--- config.mk ---
export PLATFORM = sky130hd
export DESIGN_NAME = uart_tx_framer
export DESIGN_NICKNAME = d
export VERILOG_FILES = /design/src/rtl/uart_pkg.sv /design/src/rtl/uart_tx_byte.sv /design/src/rtl/uart_tx_framer.sv
export SDC_FILE = /design/constraint.sdc
export NUM_CORES = 1
export LEC_CHECK = 0
export CAP_MARGIN = 30
export CORE_MARGIN = 2
export CORE_UTILIZATION = 23
export CTS_BUF_LIST = sky130_fd_sc_hd__clkbuf_2
export CTS_CLUSTER_SIZE = 24
export DETAILED_ROUTE_END_ITERATION = 7
export GPL_TIMING_DRIVEN = 0
export PLACE_DENSITY = 0.48
export SYNTH_ARGS = -nofsm -noshare
export SYNTH_HDL_FRONTEND = slang
export SYNTH_HIERARCHICAL = 1
export SYNTH_SLANG_ARGS = --single-unit
export TNS_END_PERCENT = 50
--- constraint.sdc ---
create_clock -name clk_N -period 2.2 [get_ports clk_N]
set_input_delay 0.44 -clock clk_N [delete_from_list [all_inputs] [get_ports clk_N]]
set_output_delay 0.44 -clock clk_N [all_outputs]
set_load 0.02 [all_outputs]
--- src/rtl/uart_pkg.sv ---
// Shared UART definitions: FSM states, default sizes and command bytes
// used by both the command receiver and the response framer.
package uart_pkg;

  typedef enum logic [2:0] {
    ST_IDLE,
    ST_START,
    ST_DATA,
    ST_STOP,
    ST_GAP
  } state_e;

  localparam int DEF_MAX_BITS   = 8;
  localparam int DEF_PARAMETERS = 6;

  localparam logic [7:0] CMD_RD  = 8'h01;
  localparam logic [7:0] CMD_WR  = 8'h02;
  localparam logic [7:0] CMD_END = 8'h0F;

endpackage

--- src/rtl/uart_tx_byte.sv ---
// One-byte serializer: start bit, LSB-first data, stop and gap fields.
// A load on the final gap cycle chains the next byte with no idle bit.
import uart_pkg::*;

module uart_tx_byte #(
  parameter int MAX_BITS  = DEF_MAX_BITS,
  parameter int STOP_BITS = 1,
  parameter int GAP_BITS  = 1
) (
  input  logic                clk_N,
  input  logic                rst_i,
  input  logic                load_i,
  input  logic [MAX_BITS-1:0] data_i,
  output logic                tx_o,
  output logic                busy_o,
  output logic                done_o
);

  localparam int CW =
    $clog2(MAX_BITS + STOP_BITS + GAP_BITS + 1);

  state_e              state_q;
  state_e              state_d;
  logic [CW-1:0]       cnt_q;
  logic [MAX_BITS-1:0] sh_q;
  logic                line_d;
  logic                data_end;
  logic                stop_end;
  logic                gap_end;

  always_comb begin
    data_end = cnt_q == CW'(MAX_BITS - 1);
    stop_end = cnt_q == CW'(STOP_BITS - 1);
    gap_end  = (GAP_BITS == 0) ||
               (cnt_q == CW'(GAP_BITS - 1));
  end

  always_ff @(posedge clk_N or posedge rst_i) begin
    if (rst_i) state_q <= ST_IDLE;
    else       state_q <= state_d;
  end

  always_comb begin
    state_d = state_q;
    unique case (state_q)
      ST_IDLE:
        if (load_i) state_d = ST_START;
      ST_START:
        state_d = ST_DATA;
      ST_DATA:
        if (data_end) state_d = ST_STOP;
      ST_STOP:
        if (stop_end) begin
          if (GAP_BITS != 0)
            state_d = ST_GAP;
          else
            state_d = load_i ? ST_START : ST_IDLE;
        end
      ST_GAP:
        if (gap_end)
          state_d = load_i ? ST_START : ST_IDLE;
      default:
        state_d = ST_IDLE;
    endcase
  end

  always_comb begin
    busy_o = state_q != ST_IDLE;
    done_o = (state_q == ST_GAP && gap_end) ||
             (state_q == ST_STOP && stop_end &&
              GAP_BITS == 0);
    unique case (state_d)
      ST_START: line_d = 1'b0;
      ST_DATA:  line_d = sh_q[0];
      default:  line_d = 1'b1;
    endcase
  end

  // Line is driven from the next state so it is a clean flop output.
  always_ff @(posedge clk_N or posedge rst_i) begin
    if (rst_i) begin
      tx_o  <= 1'b1;
      cnt_q <= '0;
      sh_q  <= '0;
    end else begin
      tx_o <= line_d;
      if (state_d != state_q) cnt_q <= '0;
      else                    cnt_q <= cnt_q + CW'(1);
      if (state_d == ST_START)
        sh_q <= data_i;
      else if (state_d == ST_DATA)
        sh_q <= sh_q >> 1;
    end
  end

endmodule

--- src/rtl/uart_tx_framer.sv ---
// Response framer: accepts a multi-byte frame in one handshake and
// feeds bytes MSB-first into the serializer back to back.
import uart_pkg::*;

module uart_tx_framer #(
  parameter int MAX_BITS   = DEF_MAX_BITS,
  parameter int PARAMETERS = DEF_PARAMETERS,
  parameter int STOP_BITS  = 1,
  parameter int GAP_BITS   = 1
) (
  input  logic                           clk_N,
  input  logic                           rst_i,
  input  logic [MAX_BITS*PARAMETERS-1:0] tx_frame_i,
  input  logic [$clog2(PARAMETERS+1)-1:0] tx_len_i,
  input  logic                           tx_valid_i,
  output logic                           tx_ready_o,
  output logic                           UART_TX,
  output logic                           tx_busy_o,
  output logic                           tx_done_o
);

  localparam int W  = MAX_BITS * PARAMETERS;
  localparam int LW = $clog2(PARAMETERS + 1);

  logic [W-1:0]        frame_q;
  logic [LW-1:0]       len_q;
  logic [LW-1:0]       idx_q;
  logic [LW-1:0]       idx_n;
  logic [LW-1:0]       len_c;
  logic                busy_q;
  logic                done_q;
  logic                acc;
  logic                more;
  logic                ld;
  logic [MAX_BITS-1:0] byte_d;
  logic                b_busy;
  logic                b_done;

  function automatic logic [MAX_BITS-1:0] pick(
    input logic [W-1:0]  f,
    input logic [LW-1:0] i
  );
    logic [W-1:0] s;
    s = f << (int'(i) * MAX_BITS);
    return s[W-1 -: MAX_BITS];
  endfunction

  assign tx_ready_o = ~(busy_q | b_busy);
  assign tx_busy_o  = busy_q;
  assign tx_done_o  = done_q;

  // First byte comes straight from the input so its start bit
  // appears right after the accepting edge.
  always_comb begin
    len_c = (tx_len_i > LW'(PARAMETERS)) ?
            LW'(PARAMETERS) : tx_len_i;
    acc    = tx_valid_i & tx_ready_o;
    idx_n  = idx_q + LW'(1);
    more   = busy_q & b_done & (idx_n < len_q);
    ld     = (acc & (len_c != '0)) | more;
    byte_d = acc ? pick(tx_frame_i, '0) :
                   pick(frame_q, idx_n);
  end

  always_ff @(posedge clk_N or posedge rst_i) begin
    if (rst_i) begin
      frame_q <= '0;
      len_q   <= '0;
      idx_q   <= '0;
      busy_q  <= 1'b0;
      done_q  <= 1'b0;
    end else begin
      done_q <= 1'b0;
      if (acc) begin
        frame_q <= tx_frame_i;
        len_q   <= len_c;
        idx_q   <= '0;
        busy_q  <= 1'b1;
      end else if (busy_q) begin
        if (len_q == '0) begin
          busy_q <= 1'b0;
          done_q <= 1'b1;
        end else if (b_done) begin
          if (more) begin
            idx_q <= idx_n;
          end else begin
            busy_q <= 1'b0;
            done_q <= 1'b1;
          end
        end
      end
    end
  end

  uart_tx_byte #(
    .MAX_BITS  (MAX_BITS),
    .STOP_BITS (STOP_BITS),
    .GAP_BITS  (GAP_BITS)
  ) u_byte (
    .clk_N  (clk_N),
    .rst_i  (rst_i),
    .load_i (ld),
    .data_i (byte_d),
    .tx_o   (UART_TX),
    .busy_o (b_busy),
    .done_o (b_done)
  );

endmodule

======== After elaboration in Yosys (flattened, before gate mapping) ========
Cells that the tools add are included.
word-level totals
  output and inout port bits .............. 4
  word-level logic and storage cells ...... 68
  flip-flop bits (word level) ............. 72
cells by class
  reduce and logical (&&, ||, !) cells .... 11
  $add $sub $neg .......................... 2
  order comparisons ....................... 2
  eq/ne operators ......................... 9
  bitwise operators ....................... 7
  shift operators ......................... 1
  mux-type cells .......................... 27
operators with widths
  cell                                                              count
  48-bit by 6-bit << shifter with 48-bit output                     1
  3-bit 2-to-1 mux                                                  10
  8-bit 2-to-1 mux                                                  3
  3-bit case mux with 5 select lines                                1
  1-bit 2-to-1 mux                                                  11
  3-bit by 2-bit == test with 1-bit output (second input constant)  3
  2-bit nonzero test                                                4
  3-bit by 1-bit == test with 1-bit output (second input constant)  2
  3-bit logical NOT                                                 2
  3-bit nonzero test                                                2
  4-bit by 1-bit adder with 4-bit output (second input constant)    1
  1-bit bitwise AND                                                 4
  4-bit by 3-bit == test with 1-bit output (second input constant)  1
  4-bit logical NOT                                                 1
  4-bit 2-to-1 mux                                                  1
  4-bit AND reduction                                               1
  3-bit by 1-bit adder with 3-bit output (second input constant)    1
  3-bit == test (second input constant)                             1
  3-bit > comparator (second input constant)                        1
  3-bit < comparator                                                1
  3-bit != test                                                     1
  2-bit != test (second input constant)                             1
  1-bit bitwise OR                                                  2
  1-bit case mux with 2 select lines                                1
  2 further kinds                                                   2

======== Logic depth before layout (Yosys ltp) ========
Gate-level depths: netlist (run 1).
  depth after elaboration ................. 12
  mapped depth ............................ 11

======== By module ========
Netlist (run 1), hierarchy kept.
modules (own cells, without submodules)
  module          instances  area an instance (sq um)  cells an instance
  uart_tx_framer  1          2716.4                    295
  uart_tx_byte    1          813.3                     76

======== Worst setup path before layout (run 1) ========
OpenSTA, ideal clock, no wires.
  path kind ............................... reg2reg
  start point ............................. reg idx_q[0]
  end point ............................... reg u_byte.cnt_q[1]
  data required time ...................... 2.116 ns
  stages on the path, launching flop included .. 12
  setup slack ............................. -0.131 ns
  setup time .............................. 0.084 ns
  path buffers ............................ 0
  arrival ................................. 2.247 ns
  cell sequence ........................... dfrtp_1 ha_1 xnor2_1 inv_1 ha_1 o21ai_0 o2111ai_4 o21ai_0 inv_1 o221ai_1 a21o_1 a21boi_0
between the ends
  word-level cells in the longest chain between the ends .. 9
  elaborated cells between the ends (all ways) .. 10
RTL lines
  item                                      RTL line              RTL
  from (decl)                               uart_tx_framer.sv:27  logic [LW-1:0] idx_q;
  from (signal assigned)                    uart_tx_framer.sv:85  idx_q <= idx_n;
  3-bit by 1-bit adder with 3-bit output *  uart_tx_framer.sv:58  idx_n = idx_q + LW'(1);
  3-bit < comparator *                      uart_tx_framer.sv:59  more = busy_q & b_done & (idx_n < len_q);
  1-bit bitwise AND *                       uart_tx_framer.sv:59
  1-bit bitwise OR *                        uart_tx_framer.sv:60  ld = (acc & (len_c != '0)) | more;
  via ld                                    uart_tx_framer.sv:34  logic ld;
  1-bit 2-to-1 mux                          uart_tx_byte.sv:61    state_d = load_i ? ST_START : ST_IDLE;
  3-bit 2-to-1 mux                          uart_tx_byte.sv:60    if (gap_end)
  3-bit case mux with 5 select lines *      uart_tx_byte.sv:45    unique case (state_q)
  3-bit != test *                           uart_tx_byte.sv:87    if (state_d != state_q) cnt_q <= '0;
  4-bit 2-to-1 mux *                        uart_tx_byte.sv:87
  to (signal assigned)                      uart_tx_byte.sv:88    else cnt_q <= cnt_q + CW'(1);
  to (decl)                                 uart_tx_byte.sv:24    logic [CW-1:0] cnt_q;
The timed path passes the listed nets; every way through them passes the cells marked *.
A chain may end at the register's enable or synchronous reset.

======== Final worst setup path (run 1) ========
  start point ............................. reg idx_q[1]
  end point ............................... reg u_byte.cnt_q[2]
The elaborated chain is that of the path after synthesis.

==> impl_metrics.ini, run 1 <==
[clocking]
cts.sinks = 72
cts_tree = built
cts.path.max_buffers = 2
cts.clk_slew.worst_paths_ns = 0.22
clock_latency_ns = 0.56
numCtsBuffers = 9
cts-root-buf = clkbuf_2
h-tree-depth = 3

[yosys]
netlist_instances = 371
synth-seq-cells = 72
synth.avg_cell_area_sq_um = 9.51
synthArstFlopShare = 1.00
yosys_warnings = 6
synth-edff-count = 0
synth_seq_area_share = 0.511
syn_nets = 430
synth_flop_cell = dfrtp_1
synth_cell_types = 39
synth.cell_area_sq_um = 3530

[power_and_ir_drop]
power_switching_mw = 2.00
irDropWorstVdd_v = 0.000355
pwr-share-seq = 0.449
power_density_nw_per_um2 = 1100
switching_share = 0.396
internal-power_mw = 3.05
p_leak_nw = 2.18
power_frac_clock = 0.127
p_comb_frac = 0.424

[global_route]
grt_first_pass_wirelength_um = 15300
grt_pass1_vias = 2909
grt_overflow = 0
track_usage = 0.123
antenna_found_initial = 0
grt_max_degree = 33

[placement]
port_buffers = 57
hpwlAfterDp_um = 6760
place_ws_ns = -0.307
placed_area_sq_um = 4360
place_congestion = 0.809

[critical_path]
slowest_stage = dfrtp_1
worstPathArrival_ns = 2.68
crit_fanout = 4
critPathLaunchType = flop
ff2ff_setup_slack_ns = -0.005
startpoint = idx_q[1]$_DFFE_PP0P_
timing.rr.end = u_byte/cnt_q[2]$_DFF_PP0_
endpoint_kind = flop
crit_type = reg2reg
r2r-start = idx_q[1]$_DFFE_PP0P_
cp_num_buf_inv = 2
required_ns = 2.68
endpoint = u_byte/cnt_q[2]$_DFF_PP0_
reg2reg_depth = 11
critPathTopFamily = compound AO/OA/AOI/OAI gates
slowest_delay_ns = 0.43
crit_cells = 11
crit_chain = ha_2, xnor2_2, inv_2, ha_4, o21ai_4, o2111ai_4, o21ai_4, inv_2, o221ai_2, a21o_1, a21oi_1

[sta]
fin_skew_ns = 0.0276
hold_violations = 0
drv_slew = 0
rsz0062_at_grt = yes
layout_min_cycle_time_ns = 2.20
holdWs_ns = 0.264
layout_setup_ws_ns = -0.00464
max_freq_ghz = 0.454
tightest_slew_ns = 0.611
relSlewSlack = 0.592
fin_tns_setup_ns = -0.00685
finalSetupViolCount = 2
fin_crit_sh = 1.00

[detailed_routing]
vias = 2772
antenna_left = 0
first_pass_iters = 4
routed_wl_um = 9350
drc_errors = 0
viasPerCell = 4.32
wire_per_inst_um = 14.6
drt-initial-drc-count = 137

[layout]
multi_input_area_sq_um = 1660
regArea_sq_um = 1810
syn2layout_area_growth_pct = 30.0
nets = 507
drive_gt1_frac = 0.157
n_antenna_cell = 0
fillers = 1607
finalInstanceArea_sq_um = 4590

[status]
status = complete, but fails checks
violations = setup timing

[floorplanning]
coreArea_sq_um = 15100
fp.dieArea_sq_um = 16400
die_y_um = 128
die_x_um = 128
io_pins = 58
initial_core_util = 0.234
placementRows = 45

[worst_hold_path]
hold_class = in2async

[flow_run]
cap_viol_max_count = 0
-- Yosys cell counts (2+ instances only) --
| cell | instances | share of area |
|---|---|---|
| mux4_1 | 8 | 0.060 |
| buf_2 | 13 | 0.018 |
| nand3_1 | 19 | 0.027 |
| a21oi_1 | 10 | 0.014 |
| ha_1 | 5 | 0.018 |
| xnor2_1 | 2 | 0.0050 |
| mux2_2 | 7 | 0.022 |
| mux2i_1 | 8 | 0.023 |
| inv_1 | 13 | 0.014 |
| nor2_1 | 11 | 0.012 |
| o211ai_1 | 3 | 0.0064 |
| o31ai_1 | 3 | 0.0064 |
| xor2_1 | 2 | 0.0050 |
| o21ai_0 | 8 | 0.011 |
| dfrtp_1 | 71 | 0.50 |
| a21boi_0 | 2 | 0.0043 |
| nor3_1 | 2 | 0.0028 |
| nor3b_2 | 2 | 0.0071 |
| nand2_1 | 162 | 0.17 |
-- cell families (layout without fill, tap and decap cells) --
kind of cell / Yosys count / after routing / share of synthesized area
mux: 23 / 23 / 0.105
xor+xnor: 4 / 4 / 0.00993
compound gates: 34 / 34 / 0.0716
fa+ha+maj: 5 / 5 / 0.0177
flops: 72 / 72 / 0.511
simple gates: 204 / 204 / 0.242
buf+inv: 29 / 111 / 0.0432
-- cells in the final DEF, fill, tap and decap left out, types with 7 or more instances in the layout --
cell type and count:
mux2_2 7, dfrtp_1 69, clkbuf_2 10, mux2i_1 8, clkdlybuf4s50_1 55, inv_1 10, a21oi_1 8, buf_4 9
nor2_1 10, mux4_1 8, nand3_1 19, nand2_1 162, buf_2 12
-- final cells by class --
| type | instances | area share |
|---|---|---|
| Clock inverter | 6 | 0.00791 |
| Sequential cell | 72 | 0.394 |
| Timing Repair Buffer | 66 | 0.140 |
| Inverter | 13 | 0.0106 |
| Tap cell | 188 | 0.0513 |
| Clock buffer | 10 | 0.0109 |
| Buffer | 16 | 0.0245 |
| Multi-Input combinational cell | 270 | 0.361 |
-- sequential cells by signal, summed over array words and instances (netlist names) --
name	cells
frame_q	48
u_byte/sh_q	8
u_byte/cnt_q	4
idx_q	3
len_q	3
u_byte/state_q	3
tx_busy_o	1
tx_done_o	1
u_byte/tx_o	1
-- stage by stage --
step / utilization / cells / power, mW
5_1_grt: 0.304 / 641 / 5.50
6_report: 0.304 / 641 / 5.06
2_1_floorplan: - / 371 / 3.67
3_5_place_dp: 0.289 / 617 / 4.31
3_3_place_gp: 0.288 / 616 / 4.26
4_1_cts: 0.299 / 636 / 5.04
-- worst min path at each step --
stage	slack [ns]	cells past startpoint	end	from
detailed placement	0.46	2	frame_q[24]$_DFFE_PP0P_	frame_q[24]$_DFFE_PP0P_
CTS	0.22	2	frame_q[3]$_DFFE_PP0P_	rst_i
finish	0.26	2	frame_q[14]$_DFFE_PP0P_	rst_i
floorplan	0.35	1	u_byte/cnt_q[0]$_DFF_PP0_	rst_i
global route	0.28	2	frame_q[3]$_DFFE_PP0P_	rst_i
global placement	0.45	2	frame_q[24]$_DFFE_PP0P_	frame_q[24]$_DFFE_PP0P_
-- worst register-to-register path, stage by stage, from the launching register on --
cell and delay, ns:
dfrtp_1 0.43, ha_2 0.21, xnor2_2 0.18, inv_2 0.08, ha_4 0.27, o21ai_4 0.06
o2111ai_4 0.24, o21ai_4 0.11, inv_2 0.06, o221ai_2 0.08, a21o_1 0.25, a21oi_1 0.16
-- what timing repair did --
action | in CTS | in global routing
hold buffers | 0 | 0
resized for setup | 17 | 9
pin swaps | 4 | 8
buffers inserted | 3 | 5
endpoints found under the setup margin | 17 | 15
hold endpoints to repair | 0 | 0
gates cloned | 0 | 0
-- power groups by stage --
stage | sequential [mW] | combinational [mW] | clock, mW
6_report | 2.27 | 2.15 | 0.642
5_1_grt | 2.35 | 2.42 | 0.734
4_1_cts | 2.27 | 2.08 | 0.690
3_5_place_dp | 2.29 | 2.02 | 0
3_3_place_gp | 2.27 | 1.99 | 0
2_1_floorplan | 2.19 | 1.48 | 0
-- metal layers --
metal / routed length, um / vias up / GRT usage
met5: 0 / - / 0
met4: 98 / 0 / 0.0362
met3: 473 / 8 / 0.0392
met2: 4500 / 54 / 0.202
met1: 4290 / 1322 / 0.156
li1: - / 1388 / -
Power figures use the tool's default switching activity.
==> run 2: changes to the inputs <==
CAP_MARGIN = 40   (was 30)
==> results of run 2 <==
The final DEF is identical to that of run 1; final timing and power are the same.
